### src/rtl/branch_direction_predictor_if.sv
// rtl/branch_direction_predictor_if.sv - fetch-side lookup and EX-side training bundle for the gshare predictor
interface branch_direction_predictor_if #(
  parameter int GHR_WIDTH = 6
);
  // IF1 lookup: BTB results for the current fetch PC
  logic [31:0]          IF1_pc;
  logic                 IF1_stall;
  logic                 btb_hit;
  logic                 IF1_Branch;
  logic                 IF1_Jump;
  logic [31:0]          pc_imm_in;
  // IF1 prediction results
  logic                 predict_taken;
  logic [31:0]          next_pc;
  logic [GHR_WIDTH-1:0] IF1_pht_idx;
  logic [GHR_WIDTH-1:0] IF1_ghr;
  // EX resolution / training
  logic                 EX_valid;
  logic                 EX_Branch;
  logic                 EX_taken;
  logic                 EX_mispredict;
  logic [GHR_WIDTH-1:0] EX_pht_idx;
  logic [GHR_WIDTH-1:0] EX_ghr;

  modport master (
    output IF1_pc, IF1_stall, btb_hit, IF1_Branch, IF1_Jump, pc_imm_in,
    output EX_valid, EX_Branch, EX_taken, EX_mispredict, EX_pht_idx, EX_ghr,
    input  predict_taken, next_pc, IF1_pht_idx, IF1_ghr
  );

  modport slave (
    input  IF1_pc, IF1_stall, btb_hit, IF1_Branch, IF1_Jump, pc_imm_in,
    input  EX_valid, EX_Branch, EX_taken, EX_mispredict, EX_pht_idx, EX_ghr,
    output predict_taken, next_pc, IF1_pht_idx, IF1_ghr
  );
endinterface

### src/rtl/branch_direction_predictor.sv
// rtl/branch_direction_predictor.sv - gshare direction predictor with speculative history and EX repair
module branch_direction_predictor #(
  parameter int         GHR_WIDTH = 6,
  parameter logic [1:0] CTR_INIT  = 2'b01
) (
  input  logic                    clk,
  input  logic                    rst,
  branch_direction_predictor_if.slave bus
);
  localparam int PHT_DEPTH = 2 ** GHR_WIDTH;

  logic [1:0]           r_pht [PHT_DEPTH];
  logic [GHR_WIDTH-1:0] r_ghr;

  logic [GHR_WIDTH-1:0] w_idx;
  logic                 w_ctr_taken;
  logic                 w_predict;
  logic                 w_spec_shift;
  logic [31:0]          w_pc_seq;
  logic                 w_recover;
  logic                 w_train;
  logic [1:0]           w_ex_ctr;
  logic [1:0]           w_ex_ctr_next;

  // Lookup is purely combinational so the redirect lands in the same cycle as the BTB hit;
  // a line marked both branch and jump falls into the jump term and ignores the counter.
  always_comb begin
    w_idx        = bus.IF1_pc[GHR_WIDTH+1:2] ^ r_ghr;
    w_ctr_taken  = r_pht[w_idx][1];
    w_predict    = bus.btb_hit & (bus.IF1_Jump | (bus.IF1_Branch & w_ctr_taken));
    w_pc_seq     = bus.IF1_pc + 32'd4;
    w_spec_shift = ~bus.IF1_stall & bus.btb_hit & bus.IF1_Branch & ~bus.IF1_Jump;
    w_recover    = bus.EX_valid & bus.EX_mispredict;
    w_train      = bus.EX_valid & bus.EX_Branch;
  end

  assign bus.predict_taken = w_predict;
  assign bus.next_pc       = w_predict ? bus.pc_imm_in : w_pc_seq;
  assign bus.IF1_pht_idx   = w_idx;
  assign bus.IF1_ghr       = r_ghr;

  // Saturating 2-bit counter step for the entry being trained from EX
  always_comb begin
    w_ex_ctr      = r_pht[bus.EX_pht_idx];
    w_ex_ctr_next = w_ex_ctr;
    if (bus.EX_taken) begin
      if (w_ex_ctr != 2'b11) w_ex_ctr_next = w_ex_ctr + 2'b01;
    end else begin
      if (w_ex_ctr != 2'b00) w_ex_ctr_next = w_ex_ctr - 2'b01;
    end
  end

  // Global history: EX repair beats the speculative shift, reset beats both
  always_ff @(posedge clk) begin
    if (rst) begin
      r_ghr <= '0;
    end else if (w_recover) begin
      if (bus.EX_Branch) r_ghr <= {bus.EX_ghr[GHR_WIDTH-2:0], bus.EX_taken};
      else               r_ghr <= bus.EX_ghr;
    end else if (w_spec_shift) begin
      r_ghr <= {r_ghr[GHR_WIDTH-2:0], w_ctr_taken};
    end
  end

  // PHT training; the IF1 read in the same cycle still sees the old counter
  always_ff @(posedge clk) begin
    if (rst) begin
      for (int i = 0; i < PHT_DEPTH; i++) r_pht[i] <= CTR_INIT;
    end else if (w_train) begin
      r_pht[bus.EX_pht_idx] <= w_ex_ctr_next;
    end
  end
endmodule

### src/flat_wrapper.sv
// flat-port wrapper written by rule: the top's interface ports become plain ports
module branch_direction_predictor_flat 
#(
  parameter int         GHR_WIDTH = 6,
  parameter logic [1:0] CTR_INIT  = 2'b01
)
  (clk, rst, bus_IF1_pc, bus_IF1_stall, bus_btb_hit, bus_IF1_Branch, bus_IF1_Jump, bus_pc_imm_in, bus_EX_valid, bus_EX_Branch, bus_EX_taken, bus_EX_mispredict, bus_EX_pht_idx, bus_EX_ghr, bus_predict_taken, bus_next_pc, bus_IF1_pht_idx, bus_IF1_ghr);
  branch_direction_predictor_if #(.GHR_WIDTH(GHR_WIDTH)) bus_i ();
  input  logic clk;
  input  logic rst;
  input wire logic [$bits(bus_i.IF1_pc)-1:0] bus_IF1_pc;
  input wire logic [$bits(bus_i.IF1_stall)-1:0] bus_IF1_stall;
  input wire logic [$bits(bus_i.btb_hit)-1:0] bus_btb_hit;
  input wire logic [$bits(bus_i.IF1_Branch)-1:0] bus_IF1_Branch;
  input wire logic [$bits(bus_i.IF1_Jump)-1:0] bus_IF1_Jump;
  input wire logic [$bits(bus_i.pc_imm_in)-1:0] bus_pc_imm_in;
  input wire logic [$bits(bus_i.EX_valid)-1:0] bus_EX_valid;
  input wire logic [$bits(bus_i.EX_Branch)-1:0] bus_EX_Branch;
  input wire logic [$bits(bus_i.EX_taken)-1:0] bus_EX_taken;
  input wire logic [$bits(bus_i.EX_mispredict)-1:0] bus_EX_mispredict;
  input wire logic [$bits(bus_i.EX_pht_idx)-1:0] bus_EX_pht_idx;
  input wire logic [$bits(bus_i.EX_ghr)-1:0] bus_EX_ghr;
  output wire logic [$bits(bus_i.predict_taken)-1:0] bus_predict_taken;
  output wire logic [$bits(bus_i.next_pc)-1:0] bus_next_pc;
  output wire logic [$bits(bus_i.IF1_pht_idx)-1:0] bus_IF1_pht_idx;
  output wire logic [$bits(bus_i.IF1_ghr)-1:0] bus_IF1_ghr;
  assign bus_i.IF1_pc = bus_IF1_pc;
  assign bus_i.IF1_stall = bus_IF1_stall;
  assign bus_i.btb_hit = bus_btb_hit;
  assign bus_i.IF1_Branch = bus_IF1_Branch;
  assign bus_i.IF1_Jump = bus_IF1_Jump;
  assign bus_i.pc_imm_in = bus_pc_imm_in;
  assign bus_i.EX_valid = bus_EX_valid;
  assign bus_i.EX_Branch = bus_EX_Branch;
  assign bus_i.EX_taken = bus_EX_taken;
  assign bus_i.EX_mispredict = bus_EX_mispredict;
  assign bus_i.EX_pht_idx = bus_EX_pht_idx;
  assign bus_i.EX_ghr = bus_EX_ghr;
  assign bus_predict_taken = bus_i.predict_taken;
  assign bus_next_pc = bus_i.next_pc;
  assign bus_IF1_pht_idx = bus_i.IF1_pht_idx;
  assign bus_IF1_ghr = bus_i.IF1_ghr;
  branch_direction_predictor #(.GHR_WIDTH(GHR_WIDTH), .CTR_INIT(CTR_INIT)) u_core (.clk(clk), .rst(rst), .bus(bus_i));
endmodule
### config.mk
export PLATFORM = sky130hd
export DESIGN_NAME = branch_direction_predictor_flat
export DESIGN_NICKNAME = d
export VERILOG_FILES = /design/src/rtl/branch_direction_predictor_if.sv /design/src/rtl/branch_direction_predictor.sv /design/src/flat_wrapper.sv
export SDC_FILE = /design/constraint.sdc
export NUM_CORES = 1
export LEC_CHECK = 0
export BUFFER_PORTS_ARGS = -buffer_cell sky130_fd_sc_hd__buf_2
export CAP_MARGIN = 20
export CORE_ASPECT_RATIO = 1.75
export CORE_MARGIN = 3
export CORE_UTILIZATION = 50
export DETAILED_ROUTE_END_ITERATION = 10
export GPL_ROUTABILITY_DRIVEN = 0
export PLACE_DENSITY = 0.72
export SLEW_MARGIN = 0
export SYNTH_ARGS = -nofsm -noshare
export SYNTH_HDL_FRONTEND = slang
export SYNTH_SLANG_ARGS = --single-unit
### constraint.sdc
create_clock -name clk -period 8.8 [get_ports clk]
set_clock_uncertainty 0.2 [all_clocks]
set_input_delay 0 -clock clk [delete_from_list [all_inputs] [get_ports clk]]
set_output_delay 0 -clock clk [all_outputs]
set_load 0.03 [all_outputs]
# After elaboration in Yosys (flattened, before gate mapping)
# Memory sizes are Yosys's and may differ from the RTL's.
# Cells that the tools add are included.
# W data, S select, Z words.
dict set report word_totals {
  register_bits 6
  latch_bits 0
  ram_bits 128
  mem_bits_ro 0
  output_inout_bits 45
  word_cells 35
  n_memories 1
}
dict set report classes {
  add_sub_neg 3
  mul 0
  div 0
  order_cmp 0
  n_eq_ne 1
  n_shift 0
  muxes 15
  bitwise_logic 11
  reduce_logical 3
}
# name words width read_ports rd_ports_with_merged_regs write_ports line
set mem_list {}
lappend mem_list {u_core.r_pht 64 2 2 0 64 branch_direction_predictor.sv:12} ;# logic [1:0] r_pht [PHT_DEPTH];
# cell count
set op_table {}
lappend op_table {{$add A32 B3 Y32 const B} 1}
lappend op_table {{$mux W32} 1}
lappend op_table {{$mux W6} 4}
lappend op_table {{$mux W2} 4}
lappend op_table {{$and A1 B1 Y1} 7}
lappend op_table {{$mux W1} 6}
lappend op_table {{$xor A6 B6 Y6} 1}
lappend op_table {{$reduce_bool A2 Y1} 2}
lappend op_table {{$add A2 B1 Y2 const B} 1}
lappend op_table {{$ne A2 B2 Y1 const B} 1}
lappend op_table {{$not A1 Y1} 2}
lappend op_table {{$reduce_or A2 Y1} 1}
lappend op_table {{$sub A2 B1 Y2 const B} 1}
lappend op_table {{$or A1 B1 Y1} 1}

# Longest topological paths before layout
# Gate-level depths: netlist of run 1.
dict set report logic_depth {
  ltp_word 6
  ltp_mapped 13
  depth_no_buf 8
}

# Least setup slack after synthesis of run 1
# Ideal clock, no wire load.
dict set report synth_path {
  path_type {register -> output}
  from {register u_core.r_ghr[1] (netlist: u_core.bus.IF1_ghr[1])}
  to {output bus_next_pc[10]}
  t_arrival_ns 3.541
  slack_ns 5.059
  path_stages_with_launch 9
  path_buffers 2
  cell_sequence {dfxtp_1 xor2_2 buf_6 mux4_2 mux4_2 o22a_2 a32oi_4 buf_6 mux2i_1}
}
dict set report synth_between {
  elab_chain_cells 6
}
# item line
set synth_lines {}
lappend synth_lines {{start, declared} branch_direction_predictor.sv:13} ;# logic [GHR_WIDTH-1:0] r_ghr;
lappend synth_lines {{start signal, assigned} branch_direction_predictor.sv:58} ;# if (bus.EX_Branch) r_ghr <= {bus.EX_ghr[GHR_WIDTH-2:0], bus.EX_taken};
lappend synth_lines {{start signal, assigned} branch_direction_predictor.sv:59} ;# else r_ghr <= bus.EX_ghr;
lappend synth_lines {{start signal, assigned} branch_direction_predictor.sv:61} ;# r_ghr <= {r_ghr[GHR_WIDTH-2:0], w_ctr_taken};
lappend synth_lines {{$xor A6 B6 Y6} branch_direction_predictor.sv:28} ;# w_idx = bus.IF1_pc[GHR_WIDTH+1:2] ^ r_ghr;
lappend synth_lines {{named net bus_IF1_pht_idx[1]} flat_wrapper.sv:25} ;# output wire logic [$bits(bus_i.IF1_pht_idx)-1:0] bus_IF1_pht_idx;
lappend synth_lines {{$mem_v2 Z64 W2} --}
lappend synth_lines {{$and A1 B1 Y1} branch_direction_predictor.sv:30} ;# w_predict = bus.btb_hit & (bus.IF1_Jump | (bus.IF1_Branch & w_ctr_taken));
lappend synth_lines {{$or A1 B1 Y1} branch_direction_predictor.sv:30}
lappend synth_lines {{$and A1 B1 Y1} branch_direction_predictor.sv:30}
lappend synth_lines {{$mux W32} branch_direction_predictor.sv:38} ;# assign bus.next_pc = w_predict ? bus.pc_imm_in : w_pc_seq;
lappend synth_lines {{end, declared} flat_wrapper.sv:24} ;# output wire logic [$bits(bus_i.next_pc)-1:0] bus_next_pc;
# The timed path passes the listed nets, and every way through them passes these cells.

# Worst setup path after layout of run 1
dict set report layout_path {
  from {register u_core.r_ghr[2] (netlist: u_core.bus.IF1_ghr[2])}
  to {output bus_next_pc[28]}
}
dict set report layout_between {
  elab_chain_cells 6
}
# item line
set layout_lines {}
lappend layout_lines {{$xor A6 B6 Y6} branch_direction_predictor.sv:28}
lappend layout_lines {{$mem_v2 Z64 W2} --}
lappend layout_lines {{$and A1 B1 Y1} branch_direction_predictor.sv:30}
lappend layout_lines {{$or A1 B1 Y1} branch_direction_predictor.sv:30}
lappend layout_lines {{$and A1 B1 Y1} branch_direction_predictor.sv:30}
lappend layout_lines {{$mux W32} branch_direction_predictor.sv:38}
# Every way passes these cells.

==> impl_metrics.env, run 1 <==
export IMPL_fin_crit_ns=4.73
export IMPL_gr_total_overflow=0
export IMPL_r2r_end="u_core.r_pht[9][0]"
export IMPL_tightest_slew_ns=1.14
export IMPL_grtUsageTotal_pct=28.7
export IMPL_drv_slew=0
export IMPL_cp_required_ns=8.60
export IMPL_crit_start="u_core.bus.IF1_ghr[2]"
export IMPL_clk_insertion_delay_late_ns=0.43
export IMPL_cp_end_kind="output pin"
export IMPL_vias=7180
export IMPL_p_int_uw=1290
export IMPL_hold_path_class="in -> reg"
export IMPL_numCtsBuffers=17
export IMPL_place_ws_ns=4.51
export IMPL_fmax_mhz=211
export IMPL_synthCells=802
export IMPL_drive_gt1_share_pct=28.6
export IMPL_io_buffer_count=130
export IMPL_crit_arrival_ns=4.53
export IMPL_diodes=0
export IMPL_synth_edf_count=128
export IMPL_dp_hpwl_um=18400
export IMPL_whs_endpoint="u_core.r_pht[4][0]"
export IMPL_multiInputGateArea_um2=4150
export IMPL_path_clk_slew_ns=0.06
export IMPL_route_detailed_drc=0
export IMPL_synth_seq_area_share_pct=46.8
export IMPL_leakage_uw=0.00347
export IMPL_drt_met1_wl_um=8400
export IMPL_holdPathStages=3
export IMPL_grt_pass1_vias=7326
export IMPL_cts_num_sinks=134
export IMPL_outcome="complete, no violations"
export IMPL_clk_path_buf_depth=2
export IMPL_powerDensity_nw_per_um2=180
export IMPL_finalSetupViolCount=0
export IMPL_reg2reg_from="u_core.r_pht[0][1]"
export IMPL_crit_fanout=33
export IMPL_chipWidth_um=104
export IMPL_setup_tns_ns=0
export IMPL_grt_antenna_before_repair=0
export IMPL_ant_nets=0
export IMPL_slew_limit_headroom_pct=23.9
export IMPL_io_pins=131
export IMPL_ys_warn_count=0
export IMPL_maxCapViolCount=0
export IMPL_most_common_layout_cells="buf_2 (130), edfxtp_1 (128), nand2_1 (75)"
export IMPL_rows=62
export IMPL_initial_utilization_pct=51.3
export IMPL_die_h_um=178
export IMPL_switching_share_pct=28.4
export IMPL_maxUsedRoutingLayer="met4"
export IMPL_p_sw_uw=509
export IMPL_synth_ff_type="edfxtp_1"
export IMPL_avgViaCountPerCell=6.23
export IMPL_nFillCells=1379
export IMPL_coreArea_um2=16500
export IMPL_drtPass1Iterations=5
export IMPL_synth_fp_nets=889
export IMPL_final_cells=1152
export IMPL_wl_per_cell_um=22.8
export IMPL_areaGrowthSynthToFinish_pct=17.7
export IMPL_layout_setup_ws_ns=4.07
export IMPL_netlist_area_um2=8470
export IMPL_cts_resized_gates=0
export IMPL_clock_root_buffer="clkbuf_16"
export IMPL_worstSetupStartpointType="register"
export IMPL_p_seq_share_pct=40.4
export IMPL_r2r_worst_path_cells=8
export IMPL_synth_cell_types=58
export IMPL_cts_tree="done"
export IMPL_placedCellCount=1097
export IMPL_hp_start="bus_EX_pht_idx[3]"
export IMPL_clock_power_share_pct=39.9
export IMPL_fp_dieArea_um2=18600
export IMPL_holdWs_ns=0.0226
export IMPL_dr_first_iter_drc_count=915
export IMPL_wl_met2_um=13700
export IMPL_regArea_um2=3960
export IMPL_avgSynthCellArea_um2=10.6
export IMPL_crit_type="reg -> out"
export IMPL_grt_pass1_wl_um=40400
export IMPL_hold_viol=0
export IMPL_fin_nets=1002
export IMPL_mostFrequentLayoutCell="buf_2"
export IMPL_rsz0062_at_grt="false"
export IMPL_grt_max_degree=74
export IMPL_ctsHtreeMaxLevel=4
export IMPL_rrSetupSlack_ns=5.07
export IMPL_route_met3_wl_um=2360
export IMPL_fin_crit_sh_pct=53.8
export IMPL_ir_worst_vdd_v=0.0000951
export IMPL_pwr_share_comb_pct=19.7
export IMPL_synth_seq_cells=134
export IMPL_wirelength_um=26300
export IMPL_async_flop_share_pct=0
-- logic make-up after synthesis --
kind of cell / share of synthesized area (%)
AO/OA/AOI/OAI: 9.62
XOR/XNOR: 3.60
adder cells (fa/ha/maj): 0.384
buffers and inverters: 4.59
flip-flops: 46.8
multiplexers: 14.2
AND/OR/NAND/NOR: 20.8
-- cells in the mapped netlist, drive strengths merged (3+ instances only) --
cell,count,area share [%]
nor2b,12,0.89
o2bb2ai,4,0.41
dfxtp,6,1.4
a211oi,11,0.97
nand3,58,3.4
nor3b,3,0.27
or2,27,2.0
nor2,65,2.9
mux2,33,4.4
nand2,75,3.3
nand3b,7,0.62
o21bai,23,2.0
clkbuf,32,1.4
buf,35,2.5
o21ai,3,0.18
edfxtp,128,45
a221o,5,0.59
and2,6,0.44
mux2i,33,3.9
a31o,3,0.31
or3b,4,0.41
inv,13,0.58
nand4,5,0.37
nor3,55,3.2
a21oi,13,0.77
o22ai,10,0.74
xnor2,21,2.2
mux4,22,5.9
nand2b,27,2.0
a221oi,13,1.3
xor2,13,1.4
and3,7,0.52
a22o,4,0.41
-- sequential cells by signal, summed over array words and instances, names as in the netlist --
signal              cells
u_core.r_pht          128
u_core.bus.IF1_ghr      6
-- power groups by stage --
| stage | clock network [uW] | registers, uW | logic (uW) |
|---|---|---|---|
| 3_3_place_gp | 0 | 737 | 336 |
| 5_1_grt | 747 | 726 | 374 |
| 4_1_cts | 716 | 725 | 349 |
| 2_1_floorplan | 0 | 735 | 245 |
| 3_5_place_dp | 0 | 738 | 340 |
| 6_report | 716 | 725 | 353 |
-- final cells by class --
| cell class | count | share of cell area (%) |
|---|---|---|
| clock inverters | 13 | 1.57 |
| flip-flops and latches | 134 | 39.8 |
| well taps | 224 | 2.81 |
| inverters | 15 | 0.565 |
| multi-input cells | 586 | 41.6 |
| clock buffers | 19 | 4.34 |
| repair buffers | 161 | 9.39 |
-- critical path: stages, from the launching register on --
cell and delay [ns]:
dfxtp_1 0.42, xor2_2 0.86, mux4_1 0.43, mux4_2 0.53
o22a_2 0.28, a32oi_4 0.95, mux2_2 0.44, buf_2 0.18
-- how the worst max path moves through the flow --
stage	slack (ns)	to	depth (start not counted)
2_1_floorplan	5.06	bus_next_pc[10]	8
3_3_place_gp	4.51	bus_next_pc[20]	8
3_5_place_dp	4.51	bus_next_pc[28]	8
4_1_cts	4.04	bus_next_pc[28]	7
5_1_grt	3.79	bus_next_pc[28]	8
6_report	4.07	bus_next_pc[28]	7
-- stage by stage --
stage / cell area (um^2) / total power, uW / util [%]
6_report: 9970 / 1790 / 60.3
5_1_grt: 9970 / 1850 / 60.3
4_1_cts: 9960 / 1790 / 60.3
3_5_place_dp: 9160 / 1080 / 55.4
3_3_place_gp: 9160 / 1070 / 55.4
2_1_floorplan: 8470 / 981 / -
-- repair_timing --
item,in CTS,in global routing
hold endpoints to repair,13,0
hold buffers,21,0
buffers inserted,0,0
-- layer usage --
layer / GRT usage (%) / vias to the layer above
met3: 5.87 / 113
met1: 29.5 / 3396
met5: 0 / -
met4: 20.6 / 0
met2: 51.5 / 473
li1: - / 3198
No activity file was read; power rests on OpenSTA's default activity.
==> run 2: changes to the inputs <==
--- a/config.mk
+++ b/config.mk
@@ -5,6 +5,7 @@
 export SDC_FILE = /design/constraint.sdc
 export NUM_CORES = 1
 export LEC_CHECK = 0
+export ABC_AREA = 1
 export BUFFER_PORTS_ARGS = -buffer_cell sky130_fd_sc_hd__buf_2
 export CAP_MARGIN = 20
 export CORE_ASPECT_RATIO = 1.75
@@ -12,7 +13,7 @@
 export CORE_UTILIZATION = 50
 export DETAILED_ROUTE_END_ITERATION = 10
 export GPL_ROUTABILITY_DRIVEN = 0
-export PLACE_DENSITY = 0.72
+export PLACE_DENSITY = 0.71
 export SLEW_MARGIN = 0
 export SYNTH_ARGS = -nofsm -noshare
 export SYNTH_HDL_FRONTEND = slang
==> constraint.sdc (replaced) <==
create_clock -name clk -period 4.5 [get_ports clk]
set_clock_uncertainty 0.2 [all_clocks]
set_input_delay 0 -clock clk [delete_from_list [all_inputs] [get_ports clk]]
set_output_delay 0 -clock clk [all_outputs]
set_load 0.03 [all_outputs]
==> impl_metrics.env, run 2 <==
export IMPL_drv_slew=0
export IMPL_io_pins=131
export IMPL_numCtsBuffers=17
export IMPL_fp_dieArea_um2=19100
export IMPL_path_cells="inv_1 > nand2_1 > nand2_1 > nand2_1 > nand3_1 > nand3_1 > nand2_1 > nand2_1 > nand3_1 > nand3_1 > nand3_1 > nand2_2 > nand2_4 > nand2_1 > nand2_1 > buf_2"
export IMPL_rsz0062_at_grt="false"
export IMPL_wirelength_um=27200
export IMPL_grt_pass1_wl_um=42200
export IMPL_drtPass1Iterations=7
export IMPL_maxCapViolCount=0
export IMPL_die_h_um=181
export IMPL_nFillCells=1589
export IMPL_synth_fp_nets=1248
export IMPL_switching_share_pct=30.8
export IMPL_outcome="complete, no violations"
export IMPL_vias=8467
export IMPL_met3_usage_pct=5.52
export IMPL_pwr_share_comb_pct=20.3
export IMPL_yosys_top_cells_count="nand2_1 (300), nand3_1 (182), nor2_1 (162)"
export IMPL_cts_num_sinks=134
export IMPL_critPathMaxStageDelay_ns=0.67
export IMPL_crit_type="reg -> out"
export IMPL_netlist_area_um2=8710
export IMPL_coreArea_um2=17000
export IMPL_synth_area_leaders="edfxtp_1 (44%), nand2_1 (13%), nand3_1 (10%)"
export IMPL_grtUsageTotal_pct=28.7
export IMPL_grt_max_degree=70
export IMPL_clock_root_buffer="clkbuf_16"
export IMPL_clk_insertion_delay_late_ns=0.43
export IMPL_clk_path_buf_depth=2
export IMPL_fin_crit_sh_pct=89.7
export IMPL_avgViaCountPerCell=5.57
export IMPL_async_flop_share_pct=0
export IMPL_cts_tree="done"
export IMPL_wl_per_cell_um=17.9
export IMPL_synth_seq_area_share_pct=45.5
export IMPL_rows=63
export IMPL_ys_warn_count=0
export IMPL_avgSynthCellArea_um2=7.50
export IMPL_post_cts_buffers=0
export IMPL_fin_nets=1366
export IMPL_place_ws_ns=0.995
export IMPL_grt_antenna_before_repair=0
export IMPL_synth_edf_count=128
export IMPL_mostFrequentLayoutCell="nand2_1"
export IMPL_setup_tns_ns=0
export IMPL_critPathTopFamily="simple AND/OR/NAND/NOR gates"
export IMPL_use_met1_pct=29.3
export IMPL_worstSetupStartpointType="register"
export IMPL_powerDensity_nw_per_um2=343
export IMPL_synthAdderAreaFrac_pct=0.144
export IMPL_synth_cell_types=37
export IMPL_layout_setup_ws_ns=0.464
export IMPL_synth_xor_area_share_pct=3.41
export IMPL_crit_fanout=33
export IMPL_busiest_layer="met2"
export IMPL_ant_nets=0
export IMPL_r2r_worst_path_cells=15
export IMPL_hold_viol=0
export IMPL_cp_num_buf_inv=2
export IMPL_diodes=0
export IMPL_whs_endpoint="u_core.r_pht[42][0]"
export IMPL_route_detailed_drc=0
export IMPL_slew_limit_headroom_pct=28.5
export IMPL_leakage_uw=0.00409
export IMPL_cpMaxStageDelayCell="nand2_1"
export IMPL_synthMuxAreaShare_pct=0
export IMPL_hp_start="bus_EX_taken"
export IMPL_synth_ff_type="edfxtp_1"
export IMPL_ctsHtreeMaxLevel=4
export IMPL_gr_total_overflow=0
export IMPL_p_int_uw=2400
export IMPL_chipWidth_um=106
export IMPL_largest_register_ffs=128
export IMPL_most_common_layout_cells="nand2_1 (299), nand3_1 (182), nor2_1 (162)"
export IMPL_holdPathStages=3
export IMPL_synthCells=1161
export IMPL_ir_worst_vdd_v=0.000264
export IMPL_drive_gt1_share_pct=15.6
export IMPL_areaGrowthSynthToFinish_pct=16.0
export IMPL_yosys_area_top_type="edfxtp_1"
export IMPL_reg2reg_from="u_core.bus.IF1_ghr[0]"
export IMPL_dp_hpwl_um=19000
export IMPL_cp_required_ns=4.30
export IMPL_cp_end_kind="output pin"
export IMPL_grt_pass1_vias=8332
export IMPL_fmax_mhz=248
export IMPL_met2_usage_pct=51.6
export IMPL_yosysMostFrequentCell="nand2_1"
export IMPL_synth_compound_area_share_pct=5.55
export IMPL_synth_top_family_by_area="simple AND/OR/NAND/NOR gates"
export IMPL_p_sw_uw=1070
export IMPL_synth_seq_cells=134
export IMPL_yosys_area_share_simple_pct=34.7
export IMPL_clock_power_share_pct=38.8
export IMPL_p_seq_share_pct=41.0
export IMPL_path_clk_slew_ns=0.06
export IMPL_r2r_end="u_core.bus.IF1_ghr[0]"
export IMPL_initial_utilization_pct=51.1
export IMPL_dr_first_iter_drc_count=886
export IMPL_crit_arrival_ns=3.84
export IMPL_finalSetupViolCount=0
export IMPL_path_common_cell="nand2_1"
export IMPL_tightest_slew_ns=1.07
export IMPL_io_buffer_count=130
export IMPL_largest_register="u_core.r_pht"
export IMPL_yosys_area_top_type_share_pct=44.1
export IMPL_fin_crit_ns=4.04
export IMPL_cts_resized_gates=0
export IMPL_hold_path_class="in -> reg"
export IMPL_rrSetupSlack_ns=1.17
run 2: tightest hold or removal path, stage by stage:
cell	delay [ns]
buf_2	0.18
o21ai_4	0.23
nand3_1	0.13
run 2: layout make-up:
cell class | instances | area (um^2) | area share [%]
inverter | 155 | 582 | 5.76
clock buffer | 18 | 429 | 4.25
tap | 227 | 284 | 2.81
sequential | 134 | 3960 | 39.2
multi-input combinational | 815 | 3820 | 37.8
clock inverter | 14 | 136 | 1.35
timing repair buffer | 156 | 891 | 8.82
run 2: timing repair:
item                                    in CTS  in global routing
endpoints found under the setup margin       0                  0
hold endpoints to repair                    12                  0
hold buffers                                18                  0
run 2: cells by family after synthesis:
| family | count (synthesis) |
|---|---|
| simple gates | 701 |
| buf+inv | 212 |
| flops | 134 |
| compound gates | 80 |
| xor+xnor | 33 |
| fa+ha+maj | 1 |
run 2: routing by layer:
| metal | routed length, um | vias up |
|---|---|---|
| li1 | - | 4032 |
| met1 | 9060 | 3842 |
| met2 | 14000 | 466 |
| met3 | 2330 | 127 |
| met4 | 1860 | 0 |
| met5 | 0 | - |
run 2: worst max-delay path by stage:
stage | depth (start not counted) | from | endpoint
after floorplan | 14 | u_core.bus.IF1_ghr[0] | bus_next_pc[10]
after global placement | 13 | bus_EX_pht_idx[0] | u_core.r_pht[28][0]
after detailed placement | 16 | u_core.bus.IF1_ghr[0] | bus_next_pc[14]
after CTS | 16 | u_core.bus.IF1_ghr[0] | bus_next_pc[14]
after global routing | 16 | u_core.bus.IF1_ghr[0] | bus_next_pc[21]
final | 16 | u_core.bus.IF1_ghr[0] | bus_next_pc[14]
run 2: power groups by stage:
stage          combinational (uW)  sequential (uW)  clock [uW]
6_report                      703             1420        1340
5_1_grt                       764             1420        1390
4_1_cts                       699             1420        1340
3_5_place_dp                  682             1440           0
3_3_place_gp                  682             1440           0
2_1_floorplan                 482             1440           0
run 2: metrics by stage:
stage | cells | cell area, um^2 | util (%) | hold slack [ns] | power, uW
floorplan | 1161 | 8710 | - | -0.131 | 1920
global route | 1519 | 10100 | 59.3 | 0.0613 | 3580
finish | 1519 | 10100 | 59.3 | 0.0284 | 3460
detailed placement | 1469 | 9360 | 55.0 | 0.00986 | 2130
CTS | 1519 | 10100 | 59.3 | 0.0183 | 3460
global placement | 1469 | 9360 | 55.0 | 0.00707 | 2120
==> run 3: changes to the inputs <==
--- a/config.mk
+++ b/config.mk
@@ -5,7 +5,6 @@
 export SDC_FILE = /design/constraint.sdc
 export NUM_CORES = 1
 export LEC_CHECK = 0
-export ABC_AREA = 1
 export BUFFER_PORTS_ARGS = -buffer_cell sky130_fd_sc_hd__buf_2
 export CAP_MARGIN = 20
 export CORE_ASPECT_RATIO = 1.75
@@ -13,7 +12,7 @@
 export CORE_UTILIZATION = 50
 export DETAILED_ROUTE_END_ITERATION = 10
 export GPL_ROUTABILITY_DRIVEN = 0
-export PLACE_DENSITY = 0.71
+export PLACE_DENSITY = 0.72
 export SLEW_MARGIN = 0
 export SYNTH_ARGS = -nofsm -noshare
 export SYNTH_HDL_FRONTEND = slang
==> impl_metrics.env, run 3 (synthesized netlist as in run 1, its figures left out) <==
export IMPL_chipWidth_um=104
export IMPL_tightest_slew_ns=0.957
export IMPL_grt_pass1_vias=7285
export IMPL_dp_hpwl_um=19000
export IMPL_crit_arrival_ns=3.95
export IMPL_io_buffer_count=130
export IMPL_crit_type="reg -> out"
export IMPL_hold_path_class="in -> reg"
export IMPL_fin_crit_ns=4.15
export IMPL_drv_slew=0
export IMPL_cp_end_kind="output pin"
export IMPL_path_clk_slew_ns=0.07
export IMPL_crit_fanout=33
export IMPL_largest_register="u_core.r_pht"
export IMPL_die_h_um=178
export IMPL_numCtsBuffers=17
export IMPL_most_common_layout_cells="buf_2 (131), edfxtp_1 (128), nand2_1 (75)"
export IMPL_maxCapViolCount=0
export IMPL_fin_crit_sh_pct=92.2
export IMPL_initial_utilization_pct=51.3
export IMPL_nFillCells=1376
export IMPL_coreArea_um2=16500
export IMPL_mostFrequentLayoutCell="buf_2"
export IMPL_grt_pass1_wl_um=40700
export IMPL_fin_nets=1011
export IMPL_gr_total_overflow=0
export IMPL_grt_max_degree=57
export IMPL_slew_limit_headroom_pct=36.0
export IMPL_leakage_uw=0.00350
export IMPL_cts_tree="done"
export IMPL_cts_num_sinks=134
export IMPL_grtUsageTotal_pct=28.8
export IMPL_ant_nets=0
export IMPL_areaGrowthSynthToFinish_pct=18.4
export IMPL_vias=7215
export IMPL_hold_viol=0
export IMPL_drive_gt1_share_pct=29.5
export IMPL_cp_required_ns=4.30
export IMPL_fp_dieArea_um2=18600
export IMPL_outcome="complete, no violations"
export IMPL_route_detailed_drc=0
export IMPL_rows=62
export IMPL_setup_tns_ns=0
export IMPL_ir_worst_vdd_v=0.000232
export IMPL_diodes=0
export IMPL_powerDensity_nw_per_um2=342
export IMPL_fmax_mhz=241
export IMPL_clock_root_buffer="clkbuf_16"
export IMPL_clk_path_buf_depth=2
export IMPL_worstSetupStartpointType="register"
export IMPL_ctsHtreeMaxLevel=4
export IMPL_finalSetupViolCount=0
export IMPL_dr_first_iter_drc_count=724
export IMPL_largest_register_ffs=128
export IMPL_post_cts_buffers=0
export IMPL_grt_antenna_before_repair=0
export IMPL_clk_insertion_delay_late_ns=0.42
export IMPL_finalPower_uw=3430
export IMPL_rsz0062_at_grt="false"
export IMPL_wirelength_um=26500
export IMPL_avgViaCountPerCell=6.21
export IMPL_io_pins=131
export IMPL_wl_per_cell_um=22.8
export IMPL_drtPass1Iterations=6
==> run 3: cell types whose count changed in the layout (fill, tap and decap cells not counted), sizes merged, moves of 26 or more <==
| cell | delta |
|---|---|
| nor2 | -110 |
| or2 | +26 |
| o21ai | -28 |
| nand2b | +27 |
| mux2 | +33 |
| inv | -139 |
| nand3 | -128 |
| nand2 | -229 |
| mux2i | +33 |
| nor3 | +45 |
==> run 3: final cells by class <==
class | count | area (um^2) | share of cell area, %
timing repair buffer | 170 | 1040 | 10.3
sequential | 134 | 3960 | 39.5
clock inverter | 15 | 129 | 1.28
tap | 224 | 280 | 2.79
multi-input combinational | 586 | 4140 | 41.3
clock buffer | 17 | 425 | 4.24
inverter | 15 | 56.3 | 0.561
==> run 3: critical path, cell delays in order (launching register included) <==
cell	delay [ns]
dfxtp_1	0.42
xor2_2	0.15
buf_4	0.33
mux4_1	0.61
mux4_2	0.54
o22a_2	0.27
a32oi_4	0.21
buf_4	0.41
mux2_2	0.39
buf_2	0.18
==> run 3: metal layers <==
layer  part of all wire (%)  up-vias  GRT usage (%)
li1                       -     3223              -
met1                     32     3407           28.9
met2                     52      469           52.2
met3                    8.7      116           6.59
met4                    7.1        0           20.2
met5                      0        -              0
==> run 3: report_power, final <==
group / internal [uW] / switching [uW] / leakage [uW]
combinational: 267 / 442 / 0.00205
sequential: 1390 / 23.2 / 0.00120
clock: 759 / 549 / 0.000257
==> run 3: path summary, 6_finish.rpt <==
check / from / end / slack (ns) / depth (start not counted)
setup / recovery: u_core.bus.IF1_ghr[1] / bus_next_pc[17] / 0.35 / 9
hold / removal: bus_EX_pht_idx[3] / u_core.r_pht[0][0] / 0.04 / 3
setup reg to reg: u_core.bus.IF1_ghr[1] / u_core.bus.IF1_ghr[0] / 1.04 / 8
hold reg to reg: u_core.bus.IF1_ghr[0] / u_core.bus.IF1_ghr[0] / 0.96 / 3
==> run 3: what timing repair did <==
item,4_1_cts,5_1_grt
endpoints found under the hold margin,26,0
resized for setup,0,0
hold buffers,20,0
==> run 3: per-stage QoR <==
step	instance area [um^2]	worst slack [ns]	hold slack, ns	std cells	utilization (%)
floorplan	8470	0.759	0.00464	802	-
global placement	9270	0.792	0.158	1108	56.1
detailed placement	9280	0.777	0.160	1109	56.1
CTS	10000	0.340	0.00472	1161	60.7
global route	10000	0.203	0.0523	1161	60.7
finish	10000	0.351	0.0428	1161	60.7
